**src/rtl/load_store_unit_if.sv**
```systemverilog
// load_store_unit_if: single-outstanding request/grant/response data-memory bus
interface load_store_unit_if;
  logic        Bus_Req;
  logic        Bus_We;
  logic [31:0] Bus_Addr;
  logic [31:0] Bus_WData;
  logic [3:0]  Bus_Strb;
  logic        Bus_Gnt;
  logic        Bus_RValid;
  logic [31:0] Bus_RData;
  modport master (
    output Bus_Req, Bus_We, Bus_Addr, Bus_WData, Bus_Strb,
    input  Bus_Gnt, Bus_RValid, Bus_RData
  );
  modport slave (
    input  Bus_Req, Bus_We, Bus_Addr, Bus_WData, Bus_Strb,
    output Bus_Gnt, Bus_RValid, Bus_RData
  );
endinterface

```
**src/rtl/load_store_unit.sv**
```systemverilog
// load_store_unit: memory-stage load/store sequencer with lane alignment, extension and load timeout
module load_store_unit #(
  parameter int TIMEOUT_CYCLES = 16,
  parameter int CNT_W          = 5
) (
  input  logic        CLK,
  input  logic        RST,
  input  logic        Req_Valid,
  input  logic        MEM_W_En,
  input  logic [2:0]  MEM_Control,
  input  logic [31:0] Addr,
  input  logic [31:0] Store_Data,
  output logic        Busy,
  output logic        Load_Valid,
  output logic [31:0] Load_Data,
  output logic        Store_Done,
  output logic        Misaligned,
  output logic        Bus_Err,
  load_store_unit_if.master bus
);
  typedef enum logic [1:0] {IDLE, REQ, WAIT_RSP} state_t;
  localparam logic [CNT_W-1:0] TO_LAST = CNT_W'(TIMEOUT_CYCLES - 1);
  state_t      state_q, state_d;
  logic [CNT_W-1:0] cnt_q, cnt_d;
  logic        we_q, we_d;
  logic [2:0]  ctl_q, ctl_d;
  logic [1:0]  off_q, off_d;
  logic [31:0] addr_q, addr_d;
  logic [31:0] wdata_q, wdata_d;
  logic [3:0]  strb_q, strb_d;
  logic [31:0] ld_q, ld_d;
  logic        lv_q, lv_d, sd_q, sd_d, mis_q, mis_d, err_q, err_d;
  logic        legal, ok;
  logic [7:0]  rb;
  logic [15:0] rh;
  logic [31:0] ext, wdata_fmt;
  logic [3:0]  strb_fmt;
  // 011 and 11x are not valid sizes; the rest must be naturally aligned
  assign legal = !(MEM_Control == 3'b011 || MEM_Control[2:1] == 2'b11);
  assign ok = legal && (MEM_Control[1:0] == 2'b01 ? !Addr[0] :
                        MEM_Control[1:0] == 2'b10 ? Addr[1:0] == 2'b00 : 1'b1);
  assign wdata_fmt = MEM_Control[1:0] == 2'b00 ? {4{Store_Data[7:0]}} :
                     MEM_Control[1:0] == 2'b01 ? {2{Store_Data[15:0]}} : Store_Data;
  assign strb_fmt = !MEM_W_En ? 4'b0000 :
                    MEM_Control[1:0] == 2'b00 ? 4'b0001 << Addr[1:0] :
                    MEM_Control[1:0] == 2'b01 ? 4'b0011 << Addr[1:0] : 4'b1111;
  assign rb = bus.Bus_RData[{off_q, 3'b000} +: 8];
  assign rh = bus.Bus_RData[{off_q[1], 4'b0000} +: 16];
  assign ext = ctl_q == 3'b000 ? {{24{rb[7]}}, rb} :
               ctl_q == 3'b001 ? {{16{rh[15]}}, rh} :
               ctl_q == 3'b100 ? {24'h0, rb} :
               ctl_q == 3'b101 ? {16'h0, rh} : bus.Bus_RData;
  // next-state and completion pulses; everything defaults to hold / no pulse
  always_comb begin
    state_d = state_q;
    cnt_d   = cnt_q;
    we_d    = we_q;
    ctl_d   = ctl_q;
    off_d   = off_q;
    addr_d  = addr_q;
    wdata_d = wdata_q;
    strb_d  = strb_q;
    ld_d    = ld_q;
    lv_d    = 1'b0;
    sd_d    = 1'b0;
    mis_d   = 1'b0;
    err_d   = 1'b0;
    case (state_q)
      IDLE: if (Req_Valid) begin
        if (!ok) mis_d = 1'b1;
        else begin
          we_d    = MEM_W_En;
          ctl_d   = MEM_Control;
          off_d   = Addr[1:0];
          addr_d  = {Addr[31:2], 2'b00};
          wdata_d = wdata_fmt;
          strb_d  = strb_fmt;
          state_d = REQ;
        end
      end
      REQ: if (bus.Bus_Gnt) begin
        if (we_q) begin
          sd_d    = 1'b1;
          state_d = IDLE;
        end else begin
          cnt_d   = '0;
          state_d = WAIT_RSP;
        end
      end
      WAIT_RSP: if (bus.Bus_RValid) begin
        ld_d    = ext;
        lv_d    = 1'b1;
        state_d = IDLE;
      end else begin
        cnt_d = cnt_q + 1'b1;
        if (cnt_q == TO_LAST) begin
          ld_d    = '0;
          err_d   = 1'b1;
          state_d = IDLE;
        end
      end
      default: state_d = IDLE;
    endcase
  end
  // state and datapath registers; reset abandons any transaction without pulses
  always_ff @(posedge CLK) begin
    if (RST) begin
      state_q <= IDLE;
      cnt_q   <= '0;
      we_q    <= 1'b0;
      ctl_q   <= 3'b000;
      off_q   <= 2'b00;
      addr_q  <= '0;
      wdata_q <= '0;
      strb_q  <= 4'b0000;
      ld_q    <= '0;
      lv_q    <= 1'b0;
      sd_q    <= 1'b0;
      mis_q   <= 1'b0;
      err_q   <= 1'b0;
    end else begin
      state_q <= state_d;
      cnt_q   <= cnt_d;
      we_q    <= we_d;
      ctl_q   <= ctl_d;
      off_q   <= off_d;
      addr_q  <= addr_d;
      wdata_q <= wdata_d;
      strb_q  <= strb_d;
      ld_q    <= ld_d;
      lv_q    <= lv_d;
      sd_q    <= sd_d;
      mis_q   <= mis_d;
      err_q   <= err_d;
    end
  end
  assign Busy          = state_q != IDLE;
  assign Load_Valid    = lv_q;
  assign Load_Data     = ld_q;
  assign Store_Done    = sd_q;
  assign Misaligned    = mis_q;
  assign Bus_Err       = err_q;
  assign bus.Bus_Req   = state_q == REQ;
  assign bus.Bus_We    = state_q == REQ && we_q;
  assign bus.Bus_Addr  = addr_q;
  assign bus.Bus_WData = wdata_q;
  assign bus.Bus_Strb  = strb_q;
endmodule

```
**src/flat_wrapper.sv**
```systemverilog
// flat-port wrapper written by rule: the top's interface ports become plain ports
module load_store_unit_flat 
#(
  parameter int TIMEOUT_CYCLES = 16,
  parameter int CNT_W          = 5
)
  (CLK, RST, Req_Valid, MEM_W_En, MEM_Control, Addr, Store_Data, Busy, Load_Valid, Load_Data, Store_Done, Misaligned, Bus_Err, bus_Bus_Req, bus_Bus_We, bus_Bus_Addr, bus_Bus_WData, bus_Bus_Strb, bus_Bus_Gnt, bus_Bus_RValid, bus_Bus_RData);
  load_store_unit_if bus_i ();
  input  logic CLK;
  input  logic RST;
  input  logic Req_Valid;
  input  logic MEM_W_En;
  input  logic [2:0] MEM_Control;
  input  logic [31:0] Addr;
  input  logic [31:0] Store_Data;
  output logic Busy;
  output logic Load_Valid;
  output logic [31:0] Load_Data;
  output logic Store_Done;
  output logic Misaligned;
  output logic Bus_Err;
  output wire logic [$bits(bus_i.Bus_Req)-1:0] bus_Bus_Req;
  output wire logic [$bits(bus_i.Bus_We)-1:0] bus_Bus_We;
  output wire logic [$bits(bus_i.Bus_Addr)-1:0] bus_Bus_Addr;
  output wire logic [$bits(bus_i.Bus_WData)-1:0] bus_Bus_WData;
  output wire logic [$bits(bus_i.Bus_Strb)-1:0] bus_Bus_Strb;
  input wire logic [$bits(bus_i.Bus_Gnt)-1:0] bus_Bus_Gnt;
  input wire logic [$bits(bus_i.Bus_RValid)-1:0] bus_Bus_RValid;
  input wire logic [$bits(bus_i.Bus_RData)-1:0] bus_Bus_RData;
  assign bus_Bus_Req = bus_i.Bus_Req;
  assign bus_Bus_We = bus_i.Bus_We;
  assign bus_Bus_Addr = bus_i.Bus_Addr;
  assign bus_Bus_WData = bus_i.Bus_WData;
  assign bus_Bus_Strb = bus_i.Bus_Strb;
  assign bus_i.Bus_Gnt = bus_Bus_Gnt;
  assign bus_i.Bus_RValid = bus_Bus_RValid;
  assign bus_i.Bus_RData = bus_Bus_RData;
  load_store_unit #(.TIMEOUT_CYCLES(TIMEOUT_CYCLES), .CNT_W(CNT_W)) u_core (.CLK(CLK), .RST(RST), .Req_Valid(Req_Valid), .MEM_W_En(MEM_W_En), .MEM_Control(MEM_Control), .Addr(Addr), .Store_Data(Store_Data), .Busy(Busy), .Load_Valid(Load_Valid), .Load_Data(Load_Data), .Store_Done(Store_Done), .Misaligned(Misaligned), .Bus_Err(Bus_Err), .bus(bus_i));
endmodule
```
**config.mk**
```make
export PLATFORM = sky130hd
export DESIGN_NAME = load_store_unit_flat
export DESIGN_NICKNAME = d
export VERILOG_FILES = /design/src/rtl/load_store_unit_if.sv /design/src/rtl/load_store_unit.sv /design/src/flat_wrapper.sv
export SDC_FILE = /design/constraint.sdc
export NUM_CORES = 1
export LEC_CHECK = 0
export ABC_AREA = 1
export BUFFER_PORTS_ARGS = -buffer_cell sky130_fd_sc_hd__buf_4
export CAP_MARGIN = 20
export CORE_MARGIN = 2
export CORE_UTILIZATION = 53
export CTS_CLUSTER_SIZE = 40
export DETAILED_ROUTE_END_ITERATION = 6
export GPL_TIMING_DRIVEN = 0
export PLACE_DENSITY_LB_ADDON = 0.08
export SYNTH_ARGS = -nofsm -noshare
export SYNTH_HDL_FRONTEND = slang
export SYNTH_SLANG_ARGS = --single-unit
```
**constraint.sdc**
```tcl
create_clock -name CLK -period 2.2 [get_ports CLK]
set_input_delay 0.11 -clock CLK [delete_from_list [all_inputs] [get_ports CLK]]
set_output_delay 0.11 -clock CLK [all_outputs]
set_load 0.005 [all_outputs]
```
---- Word level (Yosys, flattened, before mapping) ----
Index checks and enable logic that the tools add are counted.
word-level totals
  bits in registers ....................... 115
  output and inout port bits .............. 107
  logic and storage cells ................. 87
cells by class
  add/subtract/negate cells ............... 1
  eq/ne operators ......................... 16
  shifts and indexed selects .............. 4
  mux-type cells .......................... 28
  bitwise operators ....................... 5
  reduce and logical (&&, ||, !) cells .... 20
operator list
  kind                                                                   count
  32-bit two-way mux                                                     8
  32-bit by 6-bit indexed part select with 16-bit output                 1
  32-bit by 6-bit indexed part select with 8-bit output                  1
  5-bit two-way mux                                                      3
  2-bit two-way mux                                                      6
  4-bit two-way mux                                                      3
  5-bit case mux with 2 select lines                                     1
  3-bit OR reduction                                                     3
  4-bit AND reduction                                                    2
  2-bit equality test, second input constant                             3
  3-bit equality test, second input constant                             2
  2-bit logical NOT                                                      3
  1-bit two-way mux                                                      6
  2-bit != test, second input constant                                   3
  2-bit case mux with 3 select lines                                     1
  2-bit nonzero test                                                     3
  5-bit by 1-bit adder with 5-bit output, second input constant          1
  5-bit by 4-bit equality test with 1-bit output, second input constant  1
  1-bit inverter                                                         5
  2-bit by 1-bit equality test with 1-bit output, second input constant  2
  2-bit by 1-bit != test with 1-bit output, second input constant        2
  1-bit by 2-bit << shifter with 4-bit output, first input constant      1
  2-bit by 2-bit << shifter with 4-bit output, first input constant      1
  3-bit by 1-bit equality test with 1-bit output, second input constant  1
  9 further kinds                                                        11

---- Depth between registers and ports, before layout ----
  word-level depth ........................ 7
  depth in mapped cells ................... 10

---- Worst setup path after synthesis ----
OpenSTA, ideal clock, no wires.
  kind .................................... register -> register
  start point ............................. reg u_core.cnt_q[0]
  end point ............................... reg u_core.ld_q[19] (netlist: u_core.Load_Data[19])
  library setup time ...................... 0.068 ns
  arrival ................................. 1.445 ns
  setup slack ............................. 0.687 ns
  stages on the path, launching flop included .. 9
  buffers on the path ..................... 1
  period minus slack after synthesis ...... 1.513 ns
  cell sequence ........................... dfxtp_1 -> ha_1 -> nand2_1 -> nor2_1 -> ha_1 -> o21ai_1 -> buf_2 -> nand2_1 -> a21oi_2
on the way
  longest elaborated chain between the ends .. 3
ends and longest elaborated chain
  element                                         RTL line                text
  start: declaration                              load_store_unit.sv:24   logic [CNT_W-1:0] cnt_q, cnt_d;
  start signal: assignment                        load_store_unit.sv:123  cnt_q <= cnt_d;
  5-bit by 4-bit equality test with 1-bit output  load_store_unit.sv:96   if (cnt_q == TO_LAST) begin
  2-bit nonzero test (no source line)             n/a
  2-bit AND reduction (no source line)            n/a
  end signal: assignment                          load_store_unit.sv:130  ld_q <= ld_d;
  end: declaration                                load_store_unit.sv:31   logic [31:0] ld_q, ld_d;
Every way passes these cells.
A chain may end at the register's enable or synchronous reset.

---- Worst setup path in the final report ----
  start point ............................. reg u_core.cnt_q[0]
  end point ............................... reg u_core.ld_q[29] (netlist: u_core.Load_Data[29])
Same word-level chain as after synthesis.

==> metrics.md <==
| Metric | Value |
|---|---|
| Rel. slew slack | 0.5652 |
| Post-synth ARST share | 0 |
| Critical Path RT | between 2 and 3 ns |
| Met1 usage | 0.4413 |
| Sequential area share after synthesis | 0.4260 |
| Critical Path AT | 2.33 ns |
| Io pins | 212 |
| Synth Instances | ~800 |
| Die area | 0.01102 mm2 |
| Yosys top cell area share | 0.4260 |
| Post-Route Utilization | 0.8583 |
| Die W | 105.0 um |
| Min-Delay Path Class | in -> reg |
| First-pass DRT Iterations | 7 |
| Fill cells | 545 |
| Synth Area in Simple Gates | 0.2751 |
| RSZ-0062 raised after global routing | no |
| First-pass GRT wire length | 36400 um |
| Largest net degree at the start of global routing | 17 |
| DRC violations left | 0 |
| Setup TNS | 0 ns |
| CTS Sinks | around 120 |
| PostCTS Resize Cnt | 0 |
| Xor and xnor area share after synthesis | 0.001621 |
| Pins Over Slew Limit | 0 |
| Vias per std cell | between 5 and 6 |
| Endpoints failing hold | 0 |
| Area occupied by multi-input gates | 0.002634 mm2 |
| Leak | 3.933 nW |
| EDFF count, synth | 0 |
| Max-Cap Viols | 0 |
| Busiest grt layer | met2 |
| Final Routed Wirelength | 23010 um |
| Synthesized area | 0.005404 mm2 |
| Die Y | 105.0 um |
| Mux cell area share after synthesis | 0 |
| Final period util | 0.8541 |
| Yosys reg bits | ~120 |
| Tmin final | 1.879 ns |
| DR vias | ~7200 |
| Post-synth top cells | 198 x nand2_1, 141 x nor2_1, 115 x dfxtp_1, 93 x o21ai_0, 82 x a21oi_1 |
| H-tree depth | 4 |
| CTS clk-pin slew, worst paths | 0.07 ns |
| Postcts setup bufs | 0 |
| Met3 usage | 0.1135 |
| Slowest cell on the critical path | buf_2 |
| Cell variety after synth | 36 |
| Total track usage | 0.4167 |
| Cell breakdown of the critical path | ha_1, nand2_1, nor2_1, ha_1, o21ai_1, buf_2, nand2_1, a21oi_2 |
| Layout Skew | 0.01396 ns |
| Pwr Density | 749.4 mW/mm2 |
| Yosys warnings | 0 |
| Critical path class | reg -> reg |
| Hold-fix buffers, CTS | 67 |
| Starting Density | 0.5503 |
| Critical path peak fanout | 10 |
| Post-route ant nets | 0 |
| CTS tree | done |
| Setup violations, final | 0 |
| Grt ovf | 0 |
| Synth Area in Adders | 0.01389 |
| Post-DP HPWL | 12800 um |
| Main combinational cell family by area after synthesis | simple AND/OR/NAND/NOR gates |
| Syn-to-layout area delta | 55.96% |
| CP Capture Type | register |
| Area leader, netlist | dfxtp_1 |
| Layout cells sized above 1 | 0.2764 |
| Clock insertion delay at the later pin of the skew report | 0.52 ns |
| Max Fclk | between 500 and 600 MHz |
| IO buf count | between 200 and 250 |
| Placed Area | 0.007143 mm2 |
| CP max stage delay | between 0.3 and 0.4 ns |
| Core Rows | 36 |
| Core area | ~0.0098 mm2 |
| Synth area leaders | dfxtp_1 43%, nand2_1 14%, nor2_1 9.8%, o21ai_0 8.6%, a21oi_1 7.6% |
| Count leader, synth | nand2_1 |
| RD Place Congestion | 0.9365 |
| Max clock buf depth | 2 |
| Final nets | 1205 |
| Worst-Margin Slew | 0.6522 ns |
| TritonCTS Buffers | 17 |
| Met2 Use GR | 0.7120 |
| 1st-iter DRT viols | 773 |
| Final Instance Area | 0.008428 mm2 |
| Post-synthesis compound-gate area fraction | 0.1954 |
| Startpoint class of the critical path | register |
| Clk root buf | clkbuf_8 |
| Vias in the first global route | 7419 |
| VDD IR max | 0.7167 mV |
| Status | finished clean |
| Register Area | 0.002302 mm2 |
| Antenna violations before repair | 2 |
| Average cell area after synthesis | 6.772 um2 |
| Synth Flop Type | dfxtp_1 |
| Avg WL per Cell | approximately 19 um |
## through the flow
step	setup WS (ns)	hold slack [ns]	std cells	total power, W
after floorplan	0.6866	0.1817	799	0.002780
after global placement	0.4312	0.3486	1141	0.003225
after detailed placement	0.3910	0.3483	1141	0.003237
after CTS	0.3773	0.008421	1240	0.006146
after global routing	0.1184	0.02443	1241	0.006465
final	0.3209	0.01514	1242	0.006316
## state kept, by name, indices dropped and copies added, names as in the netlist
| name | cells |
|---|---|
| u_core.bus.Bus_WData | 32 |
| u_core.off_q | 2 |
| u_core.we_q | 1 |
| u_core.ctl_q | 3 |
| u_core.Store_Done | 1 |
| u_core.state_q | 2 |
| u_core.bus.Bus_Addr | 30 |
| u_core.Bus_Err | 1 |
| u_core.cnt_q | 5 |
| u_core.Load_Valid | 1 |
| u_core.Misaligned | 1 |
| u_core.Load_Data | 32 |
| u_core.bus.Bus_Strb | 4 |
## final timing paths
path	startpoint	to	slack, ns	depth (start not counted)
max	u_core.cnt_q[0]	u_core.Load_Data[29]	0.32	8
min	bus_Bus_RData[25]	u_core.Load_Data[1]	0.02	5
max reg2reg	u_core.cnt_q[0]	u_core.Load_Data[29]	0.32	8
min reg2reg	u_core.Load_Data[22]	u_core.Load_Data[22]	0.46	2
## cells by family after synthesis
logic type	count (synthesis)
xor+xnor	1
flops	115
compound gates	199
fa+ha+maj	6
other cells	1
simple gates	372
buf+inv	104
## critical path: cells and delay by family (launching register included)
kind                     cells  cell delay, ns
flip-flops                   1            0.33
adder cells (fa/ha/maj)      2            0.45
AND/OR/NAND/NOR              3            0.24
buffers and inverters        1            0.34
AO/OA/AOI/OAI                2            0.44
## cell usage in the layout (no fill, tap or decap), drive strengths merged, types with 5 or more instances in the layout
cell | synthesis | final
a21oi | 91 | 91
buf | 36 | 245
clkbuf | 13 | 30
clkinv | 0 | 5
dfxtp | 115 | 115
dlygate4sd3 | 0 | 67
ha | 6 | 6
inv | 55 | 61
nand2 | 202 | 202
nand3 | 18 | 18
nor2 | 146 | 146
o21ai | 98 | 98
o22ai | 5 | 5
## routing by layer
metal / wire length, um / up-vias
met1: 8008 / 3282
met5: 0 / -
met2: 11180 / 590
met3: 2154 / 166
met4: 1668 / 0
li1: - / 3155
## final cells by class
| cell class | instances | share of cell area |
|---|---|---|
| Antenna cell | 2 | 0.0005938 |
| Timing Repair Buffer | 276 | 0.2657 |
| Buffer | 49 | 0.03088 |
| Sequential cell | 115 | 0.2732 |
| Clock buffer | 17 | 0.04914 |
| Tap cell | 133 | 0.01974 |
| Clock inverter | 15 | 0.02316 |
| Inverter | 55 | 0.02509 |
| Multi-Input combinational cell | 580 | 0.3125 |
## power breakdown
part	leakage (nW)	internal [W]	total [W]	switching (W)
registers	0.938	0.00219	0.00227	0.0000810
logic	2.70	0.000511	0.00114	0.000634
clock network	0.298	0.00176	0.00290	0.00114
total	3.93	0.00446	0.00632	0.00186
Power figures use the tool's default switching activity.
